File: src/rtl/riscv_pkg.sv
// Shared encodings for the multicycle RV32I control unit and its datapath.
// Opcodes, ALU controls, controller states and mux selects.
package riscv_pkg;

  localparam int unsigned OP_W    = 7;
  localparam int unsigned ALUC_W  = 3;
  localparam int unsigned SEL_W   = 2;
  localparam int unsigned F3_W    = 3;

  localparam logic [OP_W-1:0] OP_LW  = 7'b0000011;
  localparam logic [OP_W-1:0] OP_SW  = 7'b0100011;
  localparam logic [OP_W-1:0] OP_R   = 7'b0110011;
  localparam logic [OP_W-1:0] OP_I   = 7'b0010011;
  localparam logic [OP_W-1:0] OP_BEQ = 7'b1100011;
  localparam logic [OP_W-1:0] OP_JAL = 7'b1101111;

  localparam logic [ALUC_W-1:0] ALU_ADD = 3'b000;
  localparam logic [ALUC_W-1:0] ALU_SUB = 3'b001;
  localparam logic [ALUC_W-1:0] ALU_AND = 3'b010;
  localparam logic [ALUC_W-1:0] ALU_OR  = 3'b011;
  localparam logic [ALUC_W-1:0] ALU_SLT = 3'b101;

  localparam logic [SEL_W-1:0] ALUOP_ADD   = 2'b00;
  localparam logic [SEL_W-1:0] ALUOP_SUB   = 2'b01;
  localparam logic [SEL_W-1:0] ALUOP_FUNCT = 2'b10;

  localparam logic [SEL_W-1:0] SRCA_PC    = 2'b00;
  localparam logic [SEL_W-1:0] SRCA_OLDPC = 2'b01;
  localparam logic [SEL_W-1:0] SRCA_REG   = 2'b10;

  localparam logic [SEL_W-1:0] SRCB_WDATA = 2'b00;
  localparam logic [SEL_W-1:0] SRCB_IMM   = 2'b01;
  localparam logic [SEL_W-1:0] SRCB_FOUR  = 2'b10;

  localparam logic [SEL_W-1:0] RES_ALUOUT    = 2'b00;
  localparam logic [SEL_W-1:0] RES_DATA      = 2'b01;
  localparam logic [SEL_W-1:0] RES_ALURESULT = 2'b10;

  localparam logic [SEL_W-1:0] IMM_I = 2'b00;
  localparam logic [SEL_W-1:0] IMM_S = 2'b01;
  localparam logic [SEL_W-1:0] IMM_B = 2'b10;
  localparam logic [SEL_W-1:0] IMM_J = 2'b11;

  typedef enum logic [3:0] {
    FETCH, DECODE, MEMADR, MEMREAD, MEMWB, MEMWRITE,
    EXECUTER, EXECUTEI, ALUWB, BEQ, JAL, ILLEGAL
  } ctrl_state_t;

  // Immediate format implied by the opcode alone.
  function automatic logic [SEL_W-1:0] imm_sel(input logic [OP_W-1:0] op);
    case (op)
      OP_SW:   imm_sel = IMM_S;
      OP_BEQ:  imm_sel = IMM_B;
      OP_JAL:  imm_sel = IMM_J;
      default: imm_sel = IMM_I;
    endcase
  endfunction

  // funct3 values the ALU path implements (add/sub, slt, or, and).
  function automatic logic alu_f3_ok(input logic [F3_W-1:0] f3);
    alu_f3_ok = (f3 == 3'b000) || (f3 == 3'b010) || (f3 == 3'b110) || (f3 == 3'b111);
  endfunction

endpackage

File: src/rtl/mc_controller_if.sv
// Instruction/status inputs and control outputs between the controller and datapath.
interface mc_controller_if;
  import riscv_pkg::*;

  logic [OP_W-1:0]   op;
  logic [F3_W-1:0]   funct3;
  logic              funct7b5;
  logic              zero;
  logic              mem_ready;
  logic [ALUC_W-1:0] alu_control;
  logic [SEL_W-1:0]  alu_src_a;
  logic [SEL_W-1:0]  alu_src_b;
  logic [SEL_W-1:0]  result_src;
  logic [SEL_W-1:0]  imm_src;
  logic              adr_src;
  logic              ir_write;
  logic              pc_write;
  logic              reg_write;
  logic              mem_write;
  logic              illegal_instr;
  logic              retire;

  modport master (
    input  op, funct3, funct7b5, zero, mem_ready,
    output alu_control, alu_src_a, alu_src_b, result_src, imm_src, adr_src,
           ir_write, pc_write, reg_write, mem_write, illegal_instr, retire
  );

  modport slave (
    output op, funct3, funct7b5, zero, mem_ready,
    input  alu_control, alu_src_a, alu_src_b, result_src, imm_src, adr_src,
           ir_write, pc_write, reg_write, mem_write, illegal_instr, retire
  );
endinterface

File: src/rtl/alu_decoder.sv
// Maps the controller's coarse ALU request plus funct fields to a 3-bit ALU control.
module alu_decoder
  import riscv_pkg::*;
(
  input  logic [SEL_W-1:0]  alu_op,
  input  logic [F3_W-1:0]   funct3,
  input  logic              op5,
  input  logic              funct7b5,
  output logic [ALUC_W-1:0] alu_control
);

  always_comb begin
    alu_control = ALU_ADD;
    case (alu_op)
      ALUOP_SUB: alu_control = ALU_SUB;
      ALUOP_FUNCT: begin
        case (funct3)
          // only R-type sub uses bit 30; addi ignores it
          3'b000:  alu_control = (op5 & funct7b5) ? ALU_SUB : ALU_ADD;
          3'b010:  alu_control = ALU_SLT;
          3'b110:  alu_control = ALU_OR;
          3'b111:  alu_control = ALU_AND;
          default: alu_control = ALU_ADD;
        endcase
      end
      default: alu_control = ALU_ADD;
    endcase
  end

endmodule

File: src/rtl/mc_controller.sv
// Multicycle RV32I control FSM: fetch/decode/execute/memory/writeback sequencing
// with memory-ready stalls; Moore outputs plus mem_ready/zero qualified enables.
module mc_controller
  import riscv_pkg::*;
(
  input  logic clk,
  input  logic rst_n,
  mc_controller_if.master bus
);

  ctrl_state_t      state, state_next;
  logic [SEL_W-1:0] alu_op;
  logic             ir_en, pc_update, branch, reg_en, mem_en, ill_en, retire_en;

  always_ff @(posedge clk or negedge rst_n) begin
    if (!rst_n) state <= FETCH;
    else        state <= state_next;
  end

  always_comb begin
    state_next     = state;
    alu_op         = ALUOP_ADD;
    bus.alu_src_a  = SRCA_PC;
    bus.alu_src_b  = SRCB_WDATA;
    bus.result_src = RES_ALUOUT;
    bus.adr_src    = 1'b0;
    ir_en          = 1'b0;
    pc_update      = 1'b0;
    branch         = 1'b0;
    reg_en         = 1'b0;
    mem_en         = 1'b0;
    ill_en         = 1'b0;
    retire_en      = 1'b0;
    case (state)
      FETCH: begin
        bus.alu_src_b  = SRCB_FOUR;
        bus.result_src = RES_ALURESULT;
        ir_en          = bus.mem_ready;
        pc_update      = bus.mem_ready;
        if (bus.mem_ready) state_next = DECODE;
      end
      DECODE: begin
        bus.alu_src_a = SRCA_OLDPC;
        bus.alu_src_b = SRCB_IMM;
        case (bus.op)
          OP_LW, OP_SW: state_next = (bus.funct3 == 3'b010) ? MEMADR : ILLEGAL;
          OP_R:         state_next = alu_f3_ok(bus.funct3) ? EXECUTER : ILLEGAL;
          OP_I:         state_next = alu_f3_ok(bus.funct3) ? EXECUTEI : ILLEGAL;
          OP_BEQ:       state_next = (bus.funct3 == 3'b000) ? BEQ : ILLEGAL;
          OP_JAL:       state_next = JAL;
          default:      state_next = ILLEGAL;
        endcase
      end
      MEMADR: begin
        bus.alu_src_a = SRCA_REG;
        bus.alu_src_b = SRCB_IMM;
        state_next    = (bus.op == OP_SW) ? MEMWRITE : MEMREAD;
      end
      MEMREAD: begin
        bus.adr_src = 1'b1;
        if (bus.mem_ready) state_next = MEMWB;
      end
      MEMWB: begin
        bus.result_src = RES_DATA;
        reg_en         = 1'b1;
        retire_en      = 1'b1;
        state_next     = FETCH;
      end
      MEMWRITE: begin
        bus.adr_src = 1'b1;
        mem_en      = 1'b1;
        retire_en   = bus.mem_ready;
        if (bus.mem_ready) state_next = FETCH;
      end
      EXECUTER: begin
        bus.alu_src_a = SRCA_REG;
        alu_op        = ALUOP_FUNCT;
        state_next    = ALUWB;
      end
      EXECUTEI: begin
        bus.alu_src_a = SRCA_REG;
        bus.alu_src_b = SRCB_IMM;
        alu_op        = ALUOP_FUNCT;
        state_next    = ALUWB;
      end
      ALUWB: begin
        reg_en     = 1'b1;
        retire_en  = 1'b1;
        state_next = FETCH;
      end
      BEQ: begin
        bus.alu_src_a = SRCA_REG;
        alu_op        = ALUOP_SUB;
        branch        = 1'b1;
        retire_en     = 1'b1;
        state_next    = FETCH;
      end
      JAL: begin
        bus.alu_src_a = SRCA_OLDPC;
        bus.alu_src_b = SRCB_FOUR;
        pc_update     = 1'b1;
        state_next    = ALUWB;
      end
      ILLEGAL: ill_en = 1'b1;
      default: state_next = FETCH;
    endcase
  end

  alu_decoder u_alu_decoder (
    .alu_op      (alu_op),
    .funct3      (bus.funct3),
    .op5         (bus.op[5]),
    .funct7b5    (bus.funct7b5),
    .alu_control (bus.alu_control)
  );

  assign bus.imm_src = imm_sel(bus.op);

  // Enables are forced low straight from rst_n so nothing pulses during reset.
  assign bus.ir_write      = ir_en & rst_n;
  assign bus.pc_write      = (pc_update | (branch & bus.zero)) & rst_n;
  assign bus.reg_write     = reg_en & rst_n;
  assign bus.mem_write     = mem_en & rst_n;
  assign bus.illegal_instr = ill_en & rst_n;
  assign bus.retire        = retire_en & rst_n;

endmodule

File: src/flat_wrapper.sv
// flat-port wrapper written by rule: the top's interface ports become plain ports
module mc_controller_flat import riscv_pkg::*;
  (clk, rst_n, bus_op, bus_funct3, bus_funct7b5, bus_zero, bus_mem_ready, bus_alu_control, bus_alu_src_a, bus_alu_src_b, bus_result_src, bus_imm_src, bus_adr_src, bus_ir_write, bus_pc_write, bus_reg_write, bus_mem_write, bus_illegal_instr, bus_retire);
  mc_controller_if bus_i ();
  input  logic clk;
  input  logic rst_n;
  input wire logic [$bits(bus_i.op)-1:0] bus_op;
  input wire logic [$bits(bus_i.funct3)-1:0] bus_funct3;
  input wire logic [$bits(bus_i.funct7b5)-1:0] bus_funct7b5;
  input wire logic [$bits(bus_i.zero)-1:0] bus_zero;
  input wire logic [$bits(bus_i.mem_ready)-1:0] bus_mem_ready;
  output wire logic [$bits(bus_i.alu_control)-1:0] bus_alu_control;
  output wire logic [$bits(bus_i.alu_src_a)-1:0] bus_alu_src_a;
  output wire logic [$bits(bus_i.alu_src_b)-1:0] bus_alu_src_b;
  output wire logic [$bits(bus_i.result_src)-1:0] bus_result_src;
  output wire logic [$bits(bus_i.imm_src)-1:0] bus_imm_src;
  output wire logic [$bits(bus_i.adr_src)-1:0] bus_adr_src;
  output wire logic [$bits(bus_i.ir_write)-1:0] bus_ir_write;
  output wire logic [$bits(bus_i.pc_write)-1:0] bus_pc_write;
  output wire logic [$bits(bus_i.reg_write)-1:0] bus_reg_write;
  output wire logic [$bits(bus_i.mem_write)-1:0] bus_mem_write;
  output wire logic [$bits(bus_i.illegal_instr)-1:0] bus_illegal_instr;
  output wire logic [$bits(bus_i.retire)-1:0] bus_retire;
  assign bus_i.op = bus_op;
  assign bus_i.funct3 = bus_funct3;
  assign bus_i.funct7b5 = bus_funct7b5;
  assign bus_i.zero = bus_zero;
  assign bus_i.mem_ready = bus_mem_ready;
  assign bus_alu_control = bus_i.alu_control;
  assign bus_alu_src_a = bus_i.alu_src_a;
  assign bus_alu_src_b = bus_i.alu_src_b;
  assign bus_result_src = bus_i.result_src;
  assign bus_imm_src = bus_i.imm_src;
  assign bus_adr_src = bus_i.adr_src;
  assign bus_ir_write = bus_i.ir_write;
  assign bus_pc_write = bus_i.pc_write;
  assign bus_reg_write = bus_i.reg_write;
  assign bus_mem_write = bus_i.mem_write;
  assign bus_illegal_instr = bus_i.illegal_instr;
  assign bus_retire = bus_i.retire;
  mc_controller u_core (.clk(clk), .rst_n(rst_n), .bus(bus_i));
endmodule
File: config.mk
export PLATFORM = sky130hd
export DESIGN_NAME = mc_controller_flat
export DESIGN_NICKNAME = d
export VERILOG_FILES = /design/src/rtl/riscv_pkg.sv /design/src/rtl/mc_controller_if.sv /design/src/rtl/alu_decoder.sv /design/src/rtl/mc_controller.sv /design/src/flat_wrapper.sv
export SDC_FILE = /design/constraint.sdc
export NUM_CORES = 1
export LEC_CHECK = 0
export CORE_UTILIZATION = 36
export CTS_CLUSTER_SIZE = 20
export DETAILED_ROUTE_END_ITERATION = 12
export GPL_ROUTABILITY_DRIVEN = 0
export GPL_TIMING_DRIVEN = 0
export PLACE_DENSITY = 0.76
export SYNTH_ARGS = -nofsm -noshare
export SYNTH_HDL_FRONTEND = slang
export SYNTH_HIERARCHICAL = 1
export SYNTH_SLANG_ARGS = --single-unit
File: constraint.sdc
create_clock -name clk -period 1.9 [get_ports clk]
set_input_delay 0.57 -clock clk [delete_from_list [all_inputs] [get_ports clk]]
set_output_delay 0.57 -clock clk [all_outputs]
set_load 0.01 [all_outputs]
==> impl_metrics.ini, run 1 <==
[clocking]
clock_latency_ns = 0.23
clk_path_buf_depth = 2
cts.clk_slew.worst_paths_ns = 0.04
h-tree-depth = 1
cts_tree = yes
cts-root-buf = clkbuf_4
cts_made_buffers = 3
cts_sinks = 4

[grt]
grt_overflow = 0
grt_pass1_vias = 854
grt_max_degree = 11
grt_usage = 0.221
antenna_found_initial = 0
grt_pass1_wl_um = 3480

[placement]
dp_cells = 156
dp_hpwl_um = 1470
dp_worst_setup_slack_ns = -1.07
io_buffers = 32

[pwr]
p_leak_nw = 0.628
finalPower_mw = 1.97
power.density_nw_per_um2 = 1410
peakVddDrop_v = 0.000639

[sta]
finalSetupViolations = 15
final_hold_viol_count = 0
period_needed_ns = 2.31
rsz0062_at_grt = true
slew_headroom = 0.800
finalWorstSetupSlack_ns = -0.412
max_freq_mhz = 432
skew_ns = 0.00348
worstMarginPinSlew_ns = 0.298
fin_crit_sh = 1.22
maxSlewViolCount = 0

[yosys]
synth.most_common_cell = nor2_1
synthFlopType = dfrtp_1
yosys-top-cells-count = 11 x nor2_1, 6 x inv_1, 6 x nand2b_1
synth_seq_area_share = 0.142
syn-cell-area_um2 = 707
synth_area_leaders = dfrtp_1 14%, nor2_1 5.8%, nand2b_1 5.3%, a31oi_1 3.5%, buf_2 3.5%
synth_cell_types = 43
syn_nets = 116
synth_edf_count = 0
avgSynthCellArea_um2 = 7.14
synth.top_cell.area_share = 0.142
ys_ff_latch = 4
syn-instance-count = 99
yosysWarnings = 6
synthArstFlopShare = 1.00
synth_top_cell_by_area = dfrtp_1

[worst_setup_path]
rrSetupSlack_ns = 0.35
cpPeakStageDelay_ns = 0.46
reg2reg_depth = 8
cp.required_ns = 1.33
crit_fanout = 5
cp-endpoint = bus_alu_control[2]
critPathSlowestCell = dfrtp_2
timing.critical_path.from = u_core/state[3]$_DFFE_PN0P_
crit_path_cell_trace = buf_12 -> nor2b_4 -> and2_4 -> ha_4 -> nor4b_4 -> buf_2
end_kind = output port
critical_path_arrival_ns = 1.74
r2r_end = u_core/state[1]$_DFFE_PN0P_
critPathLaunchType = flip-flop
setup.worst_path.class = flip-flop to output port
timing.rr.start = u_core/state[3]$_DFFE_PN0P_

[final_layout]
fin_util = 0.781
finalNetCount = 176
largest_registers = u_core/state: 4 flops
layoutNonFillerInstCount = 183
layout-drive-gt1-share = 0.576
largest_reg_flops = 4
antenna_cells = 0
area_growth_pct = 97.0
fillers = 129
regMostFlops = u_core/state

[route]
wl_per_cell_um = 13.6
drc = 0
vias_per_cell = 5.43
drtIter0Drc = 11
drtPass1Iterations = 5
totalWireLength_um = 2490
vias = 994
ant_nets = 0

[die]
start_util = 0.396
die_y_um = 46.3
dieArea_um2 = 2150
rows = 15
fp.coreArea_um2 = 1780
die_w_um = 46.3
ioPinCount = 33

[run_status]
violations = negative setup slack
status = complete, but fails checks

[hold_path]
worstHoldPathType = input port to async pin

[run]
drv_cap = 0
==> cell families after synthesis <==
| kind of cell | synth area share |
|---|---|
| AO/OA/AOI/OAI | 0.241 |
| XOR/XNOR | 0.0248 |
| adder cells (fa/ha/maj) | 0.0354 |
| buffers and inverters | 0.0672 |
| flip-flops | 0.142 |
| AND/OR/NAND/NOR | 0.490 |
==> layout by cell type, fill, tap and decap left out, types with 2 or more instances in the layout <==
master | Yosys | routed
nor2b_4 | 0 | 4
nand2b_1 | 6 | 4
inv_2 | 0 | 2
buf_8 | 0 | 2
nor3_1 | 4 | 3
o21ai_0 | 5 | 4
clkbuf_2 | 0 | 2
buf_6 | 0 | 12
inv_1 | 6 | 4
o211ai_1 | 2 | 2
and3_1 | 3 | 2
nand4_1 | 2 | 2
a31oi_1 | 4 | 3
dfrtp_2 | 0 | 2
nand2_1 | 3 | 2
dfrtp_1 | 4 | 2
nand3b_1 | 2 | 2
o21ai_1 | 1 | 2
buf_2 | 5 | 20
nand3_1 | 5 | 5
a21oi_2 | 0 | 3
nor2_1 | 11 | 10
clkdlybuf4s50_1 | 0 | 4
nor3_2 | 2 | 3
clkbuf_4 | 0 | 3
buf_4 | 0 | 18
nand2b_4 | 1 | 3
==> worst max-delay path, delay by kind of cell (launching register included) <==
kind	cells	cell delay [ns]
fa+ha+maj	1	0.21
buf+inv	2	0.31
simple gates	3	0.52
flops	1	0.46
==> per-stage QoR <==
| step | instance area (µm²) | setup TNS, ns | hold slack (ns) |
|---|---|---|---|
| 4_1_cts | 1260 | -2.24 | 0.171 |
| 3_3_place_gp | 1130 | -9.92 | 0.698 |
| 6_report | 1390 | -2.74 | 0.176 |
| 5_1_grt | 1390 | -3.55 | 0.168 |
| 2_1_floorplan | 776 | 0 | 0.274 |
| 3_5_place_dp | 1130 | -10.14 | 0.695 |
==> where the power goes <==
group,internal [mW],total (mW),switching (mW)
logic,0.885,1.67,0.787
registers,0.132,0.184,0.0518
clock network,0.0789,0.115,0.0360
total,1.10,1.97,0.874
==> area by class of cell <==
cell class,count,area (µm²),area share
tap,25,31.3,0.0225
timing repair buffer,55,427,0.306
inverter,6,22.5,0.0162
sequential,4,103,0.0737
multi-input combinational,84,731,0.525
clock buffer,4,26.3,0.0189
buffer,5,52.6,0.0377
==> repair_timing <==
item                       CTS  global route
hold buffers                 0             0
setup endpoints to repair   18            17
pin swaps                    8             9
resized for setup          130            24
setup buffers               13            10
==> routing by layer <==
| metal | part of all wire | global-route usage | up-vias |
|---|---|---|---|
| met3 | 0.053 | 0.0275 | 2 |
| li1 | - | - | 485 |
| met5 | 0 | 0 | - |
| met2 | 0.52 | 0.422 | 37 |
| met1 | 0.42 | 0.251 | 470 |
| met4 | 0.0052 | 0.0529 | 0 |
==> how the worst min path moves through the flow <==
stage	from	to	slack (ns)	cells past startpoint
floorplan	rst_n	u_core/state[0]$_DFFE_PN0P_	0.27	0
global placement	u_core/state[1]$_DFFE_PN0P_	u_core/state[1]$_DFFE_PN0P_	0.70	2
detailed placement	u_core/state[1]$_DFFE_PN0P_	u_core/state[1]$_DFFE_PN0P_	0.69	2
CTS	rst_n	u_core/state[2]$_DFFE_PN0P_	0.17	1
global route	rst_n	u_core/state[2]$_DFFE_PN0P_	0.17	1
finish	rst_n	u_core/state[2]$_DFFE_PN0P_	0.18	1
Note: power is estimated with default switching activity, not from simulation.
==> run 2: changes to the inputs <==
Settings changed: ABC_CLOCK_PERIOD_IN_PS set to 1900, CORE_ASPECT_RATIO set to 1.4.
==> impl_metrics.ini, run 2 (synthesis results as in run 1) <==
[route]
wl_per_cell_um = 14.6
drtIter0Drc = 19
ant_nets = 0
drtPass1Iterations = 4
vias = 1015
totalWireLength_um = 2670
drc = 0
vias_per_cell = 5.55

[grt]
grt_usage = 0.259
grt_overflow = 0
antenna_found_initial = 0
grt_pass1_wl_um = 3940
grt_pass1_vias = 981
grt_max_degree = 11

[die]
dieArea_um2 = 2150
rows = 18
die_w_um = 39.5
fp.coreArea_um2 = 1800
ioPinCount = 33
start_util = 0.392
die_y_um = 54.4

[clocking]
cts_made_buffers = 3
h-tree-depth = 1
cts.clk_slew.worst_paths_ns = 0.04
cts_sinks = 4
cts_tree = yes
clock_latency_ns = 0.23
ctsHoldBuffers = 0
cts-root-buf = clkbuf_4
clk_path_buf_depth = 2

[sta]
skew_ns = 0.00631
finalWorstSetupSlack_ns = -0.401
final_hold_viol_count = 0
fin_crit_sh = 1.21
finalSetupViolations = 16
maxSlewViolCount = 0
period_needed_ns = 2.30
rsz0062_at_grt = true
worstMarginPinSlew_ns = 0.278
max_freq_mhz = 435
fin_setup_tns_ns = -3.14
slew_headroom = 0.813

[final_layout]
final_cell_mix = 25 x buf_4, 20 x buf_2, 9 x nor2_1
finalNetCount = 181
layoutNonFillerInstCount = 183
fin_util = 0.774
final_cell_area_um2 = 1390
area_growth_pct = 97.2
largest_registers = u_core/state: 4 flops
regMostFlops = u_core/state
antenna_cells = 0
layout_commonest_cell = buf_4
largest_reg_flops = 4
layout-drive-gt1-share = 0.583

[worst_setup_path]
rrSetupSlack_ns = -0.17
timing.critical_path.from = u_core/state[2]$_DFFE_PN0P_
timing.rr.start = u_core/state[3]$_DFFE_PN0P_
critPathLaunchType = flip-flop
critical_path_arrival_ns = 1.73
critPathTopFamily = flip-flops
crit_path_cell_trace = buf_6 -> nor2b_4 -> and2_4 -> ha_4 -> nand2b_4 -> a221oi_4 -> buf_2
cpPeakStageDelay_ns = 0.40
reg2reg_depth = 12
setup.worst_path.class = flip-flop to output port
crit_fanout = 6
r2r_end = u_core/state[3]$_DFFE_PN0P_
critPathSlowestCell = dfrtp_1
worst-path-buf-inv = 2
end_kind = output port
cp.required_ns = 1.33

[placement]
dp_cells = 151
postPlaceCellArea_um2 = 1120
dp_worst_setup_slack_ns = -1.06
dp_hpwl_um = 1550
io_buffers = 32

[run_status]
status = complete, but fails checks
violations = negative setup slack

[pwr]
internal_power_mw = 1.14
power.density_nw_per_um2 = 1470
power.share.clock = 0.056
switchingPower_mw = 0.899
peakVddDrop_v = 0.000794
p_leak_nw = 0.651
p_seq_frac = 0.091
comb_power_share = 0.853
switching_share = 0.440

[hold_path]
worstHoldPathType = input port to async pin

[run]
drv_cap = 0
run 2: cell count changes in the layout (fill, tap and decap cells not counted), sizes merged:
cell,change
buf,+4
clkdlybuf4s15,+1
run 2: what timing repair did:
item,in CTS,in global routing
buffers inserted,26,2
endpoints found under the hold margin,0,0
endpoints found under the setup margin,18,19
pin swaps,9,6
gates resized for setup,132,18
run 2: final cells by class:
cell class	count	area, µm²
Tap cell	20	25.0
Timing Repair Buffer	60	448
Inverter	6	22.5
Clock buffer	4	26.3
Sequential cell	4	103
Fill cell	133	408
Buffer	5	60.1
Multi-Input combinational cell	84	709
run 2: metal layers:
metal,track usage,vias to the layer above,wire length [µm]
met5,0,-,0
met2,0.508,42,1470
met3,0.0325,10,127
met4,0.132,0,85
li1,-,497,-
met1,0.245,466,992
run 2: power groups by stage:
stage / Clock (mW) / Sequential, mW / Combinational [mW]
floorplan: 0 / 0.171 / 0.737
global placement: 0 / 0.182 / 1.10
detailed placement: 0 / 0.187 / 1.11
CTS: 0.116 / 0.187 / 1.59
global route: 0.125 / 0.189 / 1.86
finish: 0.114 / 0.186 / 1.74
run 2: how the worst max path moves through the flow:
stage               slack [ns]                 end  cells after the start
floorplan                0.005  bus_alu_control[0]                      7
global placement         -1.07        bus_pc_write                      6
detailed placement       -1.06        bus_pc_write                      6
CTS                      -0.39  bus_alu_control[0]                      7
global route             -0.46  bus_alu_control[0]                      7
finish                   -0.40  bus_alu_control[0]                      7
run 2: per-stage QoR:
| step | hold slack (ns) | power (mW) |
|---|---|---|
| 2_1_floorplan | 0.274 | 0.908 |
| 3_3_place_gp | 0.684 | 1.28 |
| 3_5_place_dp | 0.701 | 1.30 |
| 4_1_cts | 0.173 | 1.89 |
| 5_1_grt | 0.178 | 2.17 |
| 6_report | 0.177 | 2.04 |
